`src/rtl/eval_sched.sv`:
```
// Shared down-counter scheduler: NREQ requesters take turns owning one WIDTH-bit tick counter.
// Define EVAL_SCHED_FIXED_PRIO_EN for fixed lowest-index priority instead of round-robin.
module eval_sched #(
    parameter int unsigned NREQ  = 4,
    parameter int unsigned WIDTH = 16
) (
    input  logic                  clk_in,
    input  logic                  reset,
    input  logic                  tick,
    input  logic [NREQ-1:0]       req,
    input  logic [NREQ*WIDTH-1:0] len,
    output logic [NREQ-1:0]       grant,
    output logic [NREQ-1:0]       done,
    output logic                  busy
);
    localparam int unsigned IW = $clog2(NREQ);

    typedef enum logic [1:0] {StIdle, StLoad, StCount, StDone} state_e;

    state_e           r_state;
    state_e           w_state_next;
    logic [IW-1:0]    r_owner;
    logic [IW-1:0]    w_pick;
    logic [WIDTH-1:0] r_cnt;
    logic [WIDTH-1:0] w_len [NREQ];
    logic [WIDTH-1:0] w_len_sel;
    logic             w_owner_req;

    for (genvar g = 0; g < NREQ; g++) begin : g_len
        assign w_len[g] = len[g*WIDTH +: WIDTH];
    end

    assign w_len_sel   = w_len[r_owner];
    assign w_owner_req = req[r_owner];

`ifdef EVAL_SCHED_FIXED_PRIO_EN
    always_comb begin
        w_pick = '0;
        for (int i = NREQ - 1; i >= 0; i--) begin
            if (req[i]) w_pick = IW'(i);
        end
    end
`else
    localparam logic [IW:0] NREQ_W = (IW+1)'(NREQ);

    logic [IW-1:0] r_ptr;

    // Scan starts at the slot after the last completed owner and wraps.
    always_comb begin : p_pick
        logic        found;
        logic [IW:0] sum;
        found  = 1'b0;
        sum    = '0;
        w_pick = '0;
        for (int i = 0; i < NREQ; i++) begin
            sum = {1'b0, r_ptr} + (IW+1)'(i);
            if (sum >= NREQ_W) sum = sum - NREQ_W;
            if (!found && req[sum[IW-1:0]]) begin
                w_pick = sum[IW-1:0];
                found  = 1'b1;
            end
        end
    end

    // Only a completed wait moves the pointer; aborts leave it alone.
    always_ff @(posedge clk_in or posedge reset) begin
        if (reset) begin
            r_ptr <= '0;
        end else if (r_state == StDone) begin
            r_ptr <= (r_owner == IW'(NREQ - 1)) ? '0 : r_owner + IW'(1);
        end
    end
`endif

    always_ff @(posedge clk_in or posedge reset) begin
        if (reset) r_state <= StIdle;
        else       r_state <= w_state_next;
    end

    always_comb begin
        w_state_next = r_state;
        case (r_state)
            StIdle:  if (|req) w_state_next = StLoad;
            StLoad: begin
                if (!w_owner_req)           w_state_next = StIdle;
                else if (w_len_sel == '0)   w_state_next = StDone;
                else                        w_state_next = StCount;
            end
            StCount: begin
                if (!w_owner_req)                        w_state_next = StIdle;
                else if (tick && r_cnt == WIDTH'(1))     w_state_next = StDone;
            end
            StDone:  w_state_next = StIdle;
            default: w_state_next = StIdle;
        endcase
    end

    always_ff @(posedge clk_in or posedge reset) begin
        if (reset) begin
            r_owner <= '0;
            r_cnt   <= '0;
        end else begin
            case (r_state)
                StIdle:  if (|req) r_owner <= w_pick;
                StLoad:  r_cnt <= w_len_sel;
                StCount: if (tick && r_cnt != '0) r_cnt <= r_cnt - WIDTH'(1);
                default: ;
            endcase
        end
    end

    always_comb begin
        busy = (r_state != StIdle);
        for (int i = 0; i < NREQ; i++) begin
            grant[i] = busy && (r_owner == IW'(i));
            done[i]  = (r_state == StDone) && (r_owner == IW'(i));
        end
    end

endmodule

```
`config.mk`:
```
export PLATFORM = sky130hd
export DESIGN_NAME = eval_sched
export DESIGN_NICKNAME = d
export VERILOG_FILES = /design/src/rtl/eval_sched.sv
export SDC_FILE = /design/constraint.sdc
export NUM_CORES = 1
export LEC_CHECK = 0
export CORE_MARGIN = 5
export CORE_UTILIZATION = 40
export DETAILED_ROUTE_END_ITERATION = 7
export GPL_ROUTABILITY_DRIVEN = 0
export PLACE_DENSITY = 0.71
export SLEW_MARGIN = 20
export SYNTH_ARGS = -nofsm -noshare
export SYNTH_HDL_FRONTEND = slang
export SYNTH_SLANG_ARGS = --single-unit
```
`constraint.sdc`:
```
create_clock -name clk_in -period 2.5 [get_ports clk_in]
set_input_delay 0.5 -clock clk_in [delete_from_list [all_inputs] [get_ports clk_in]]
set_output_delay 0.5 -clock clk_in [all_outputs]
set_load 0.01 [all_outputs]
```
==> impl_metrics.yaml <==
synthesis:
  ys_seq_area_frac: 0.274
  synth.avg_cell_area_sq_um: 9.74
  synth_compound_area_frac: 0.225
  yosys.area_share.simple: 0.185
  synth_nets: 284
  yosysUniqueCellTypes: 46
  synthAdderAreaFrac: 0.0436
  synthXorXnorAreaFrac: 0
  synthCells: 206
  synth_top_family_by_area: "compound AO/OA/AOI/OAI gates"
  synth_edf_count: 0
  yosys_register_bits: 22
  async_reset_ff_frac: 1.00
  synth_flop_cell: "dfrtp_1"
  synth_area_sq_um: 2010
  synth.mux.area_fraction: 0.214
  yosys_warnings: 0
floorplanning:
  io_pins: 80
  core-area_sq_um: 4790
  die-area_sq_um: 6530
  start_util: 0.419
  die_w_microns: 80.8
  die_h_microns: 80.8
  fp-row-count: 25
min_path:
  hold_path_class: "flop to flop"
  hp-start: "r_cnt[10]$_DFFE_PP0P_"
  hold_path_depth: 1
  whs_endpoint: "r_cnt[10]$_DFFE_PP0P_"
sta:
  max_slew_margin: 0.639
  holdWs_ps: 520
  fin_setup_tns_ps: 0
  period_needed_ps: 2330
  fmax_ghz: 0.429
  hold_violations: 0
  finalSetupViolations: 0
  skew_ps: 1.41
  tightest_slew_ps: 541
  finalCritPeriodShare: 0.933
  slew_viol_final: 0
  rsz0062_at_grt: "no"
global_routing:
  grt_pass1_wl_microns: 10100
  grt_max_degree: 33
  grt.overflow.total: 0
  grt_pass1_vias: 2043
  antenna_found_initial: 0
  track_usage: 0.200
clock_network:
  cts_hold_buf: 0
  clk_latency_ps: 270
  cts_made_buffers: 3
  cts_max_level: 1
  post_cts_resized: 0
  postCtsSetupRepairBufs: 0
  clock_path_buffers: 2
  path_clk_slew_ps: 80
  cts_tree: "built"
  cts-root-buf: "clkbuf_8"
  clock-sinks: 22
power_and_ir_drop:
  pwr_density_cell_nw_per_um2: 944
  vdd_drop_max_v: 0.000395
  leakage_uw: 0.00111
critical_path:
  startpoint_type: "flop"
  worstPathRequired_ps: 2000
  r2r_start: "r_cnt[4]$_DFFE_PP0P_"
  path_class: "flop to primary output"
  cp.arrival_ps: 1830
  r2r_end: "r_cnt[8]$_DFFE_PP0P_"
  r2r_setup_slack_ps: 320
  reg2regPathDepth: 5
  critPathLaunch: "r_owner[0]$_DFFE_PP0P_"
  endpoint_kind: "primary output"
  cp_max_fo: 21
layout:
  nets: 362
  drive_gt1_frac: 0.0919
  antennaDiodeCount: 0
  area_growth_pct: 46.0
routing:
  wl_per_cell_microns: 17.6
  num_vias: 2105
  via_per_inst: 6.01
  drtPass1Iterations: 6
  drt-initial-drc-count: 216
  ant_nets: 0
  drc: 0
  drt_wl_total_microns: 6170
place:
  dpl.hpwl_microns: 4880
  io_buffers: 79
run_status:
  status: "complete, no violations"
run:
  maxCapViolCount: 0
power breakdown:
group | total, uW | internal [uW] | switching [uW]
combinational | 1730 | 880 | 850
clock | 267 | 141 | 126
sequential | 768 | 535 | 234
state kept, by name, summed over array words and instances, names as in the netlist:
| signal | cells |
|---|---|
| r_ptr | 2 |
| r_state | 2 |
| r_owner | 2 |
| r_cnt | 16 |
synthesized netlist by cell type, drive strengths merged (2+ instances only):
library cell | n | share of area
o22ai | 5 | 0.016
o21a | 2 | 0.0075
and3 | 5 | 0.016
mux4 | 17 | 0.20
a22oi | 4 | 0.015
buf | 5 | 0.022
dfrtp | 22 | 0.27
nor2 | 18 | 0.042
inv | 10 | 0.019
nor2b | 6 | 0.019
o21ai | 11 | 0.027
o22a | 4 | 0.017
or4 | 2 | 0.0075
nor3 | 6 | 0.015
nand2b | 2 | 0.0062
ha | 7 | 0.044
or3 | 2 | 0.0062
nand2 | 9 | 0.017
o2bb2ai | 8 | 0.035
a31oi | 5 | 0.016
a21oi | 16 | 0.040
clkbuf | 9 | 0.017
nor4 | 12 | 0.037
o31ai | 2 | 0.0075
cell type report:
| type | instances | area [sq um] |
|---|---|---|
| flip-flops and latches | 22 | 551 |
| multi-input cells | 160 | 1340 |
| repair buffers | 87 | 863 |
| fillers | 388 | 1860 |
| clock buffers | 4 | 55.1 |
| inverters | 10 | 37.5 |
| well taps | 67 | 83.8 |
worst max-delay path by stage:
| stage | endpoint | slack [ps] | cells after the start |
|---|---|---|---|
| after floorplan | r_state[0]$_DFFE_PP0P_ | 400 | 7 |
| after global placement | r_state[0]$_DFFE_PP0P_ | 60 | 5 |
| after detailed placement | r_state[0]$_DFFE_PP0P_ | 40 | 5 |
| after CTS | done[2] | 160 | 5 |
| after global routing | grant[0] | 80 | 5 |
| final | done[2] | 170 | 5 |
stage by stage:
stage	total power [uW]	setup WS, ps	utilization	area [sq um]	std cells
after floorplan	1960	404	-	2010	206
after global placement	2470	64.4	0.601	2880	346
after detailed placement	2480	39.2	0.601	2880	346
after CTS	2760	159	0.612	2930	350
after global routing	2990	81.7	0.612	2930	350
final	2770	167	0.612	2930	350
cell usage in the layout, fill, tap and decap left out, types with 2 or more instances in the layout:
master,netlist,layout
mux4_1,6,6
nand2b_1,2,2
dfrtp_1,22,22
inv_1,10,10
nand2_1,9,9
clkdlybuf4s50_1,0,79
o21a_1,2,2
ha_1,7,7
clkbuf_8,0,4
nor3_1,6,6
o22a_1,4,4
o2bb2ai_1,8,8
o21ai_0,11,11
nor2b_1,6,6
and3_1,5,5
buf_4,1,7
or4_1,2,2
nor2_1,17,17
mux4_2,10,10
o31ai_1,2,2
nor4_1,12,12
o22ai_1,5,5
a22oi_1,4,4
a21oi_1,16,16
or3_1,2,2
a31oi_1,5,5
cells by family after synthesis:
family / Yosys count
compound gates: 67
fa+ha+maj: 7
buf+inv: 24
flops: 22
mux: 19
simple gates: 67
layer usage:
layer  track usage  part of all wire
met5             0                 0
met4        0.0693             0.014
met3        0.0499              0.11
met2         0.292              0.43
met1         0.288              0.45
worst max-delay path, stage by stage (launching register included):
cell and delay, ps:
dfrtp_1 400, buf_12 170, inv_1 100, ha_1 170, and3_1 170, clkdlybuf4s50_1 540
(Power assumes the default switching activity.)
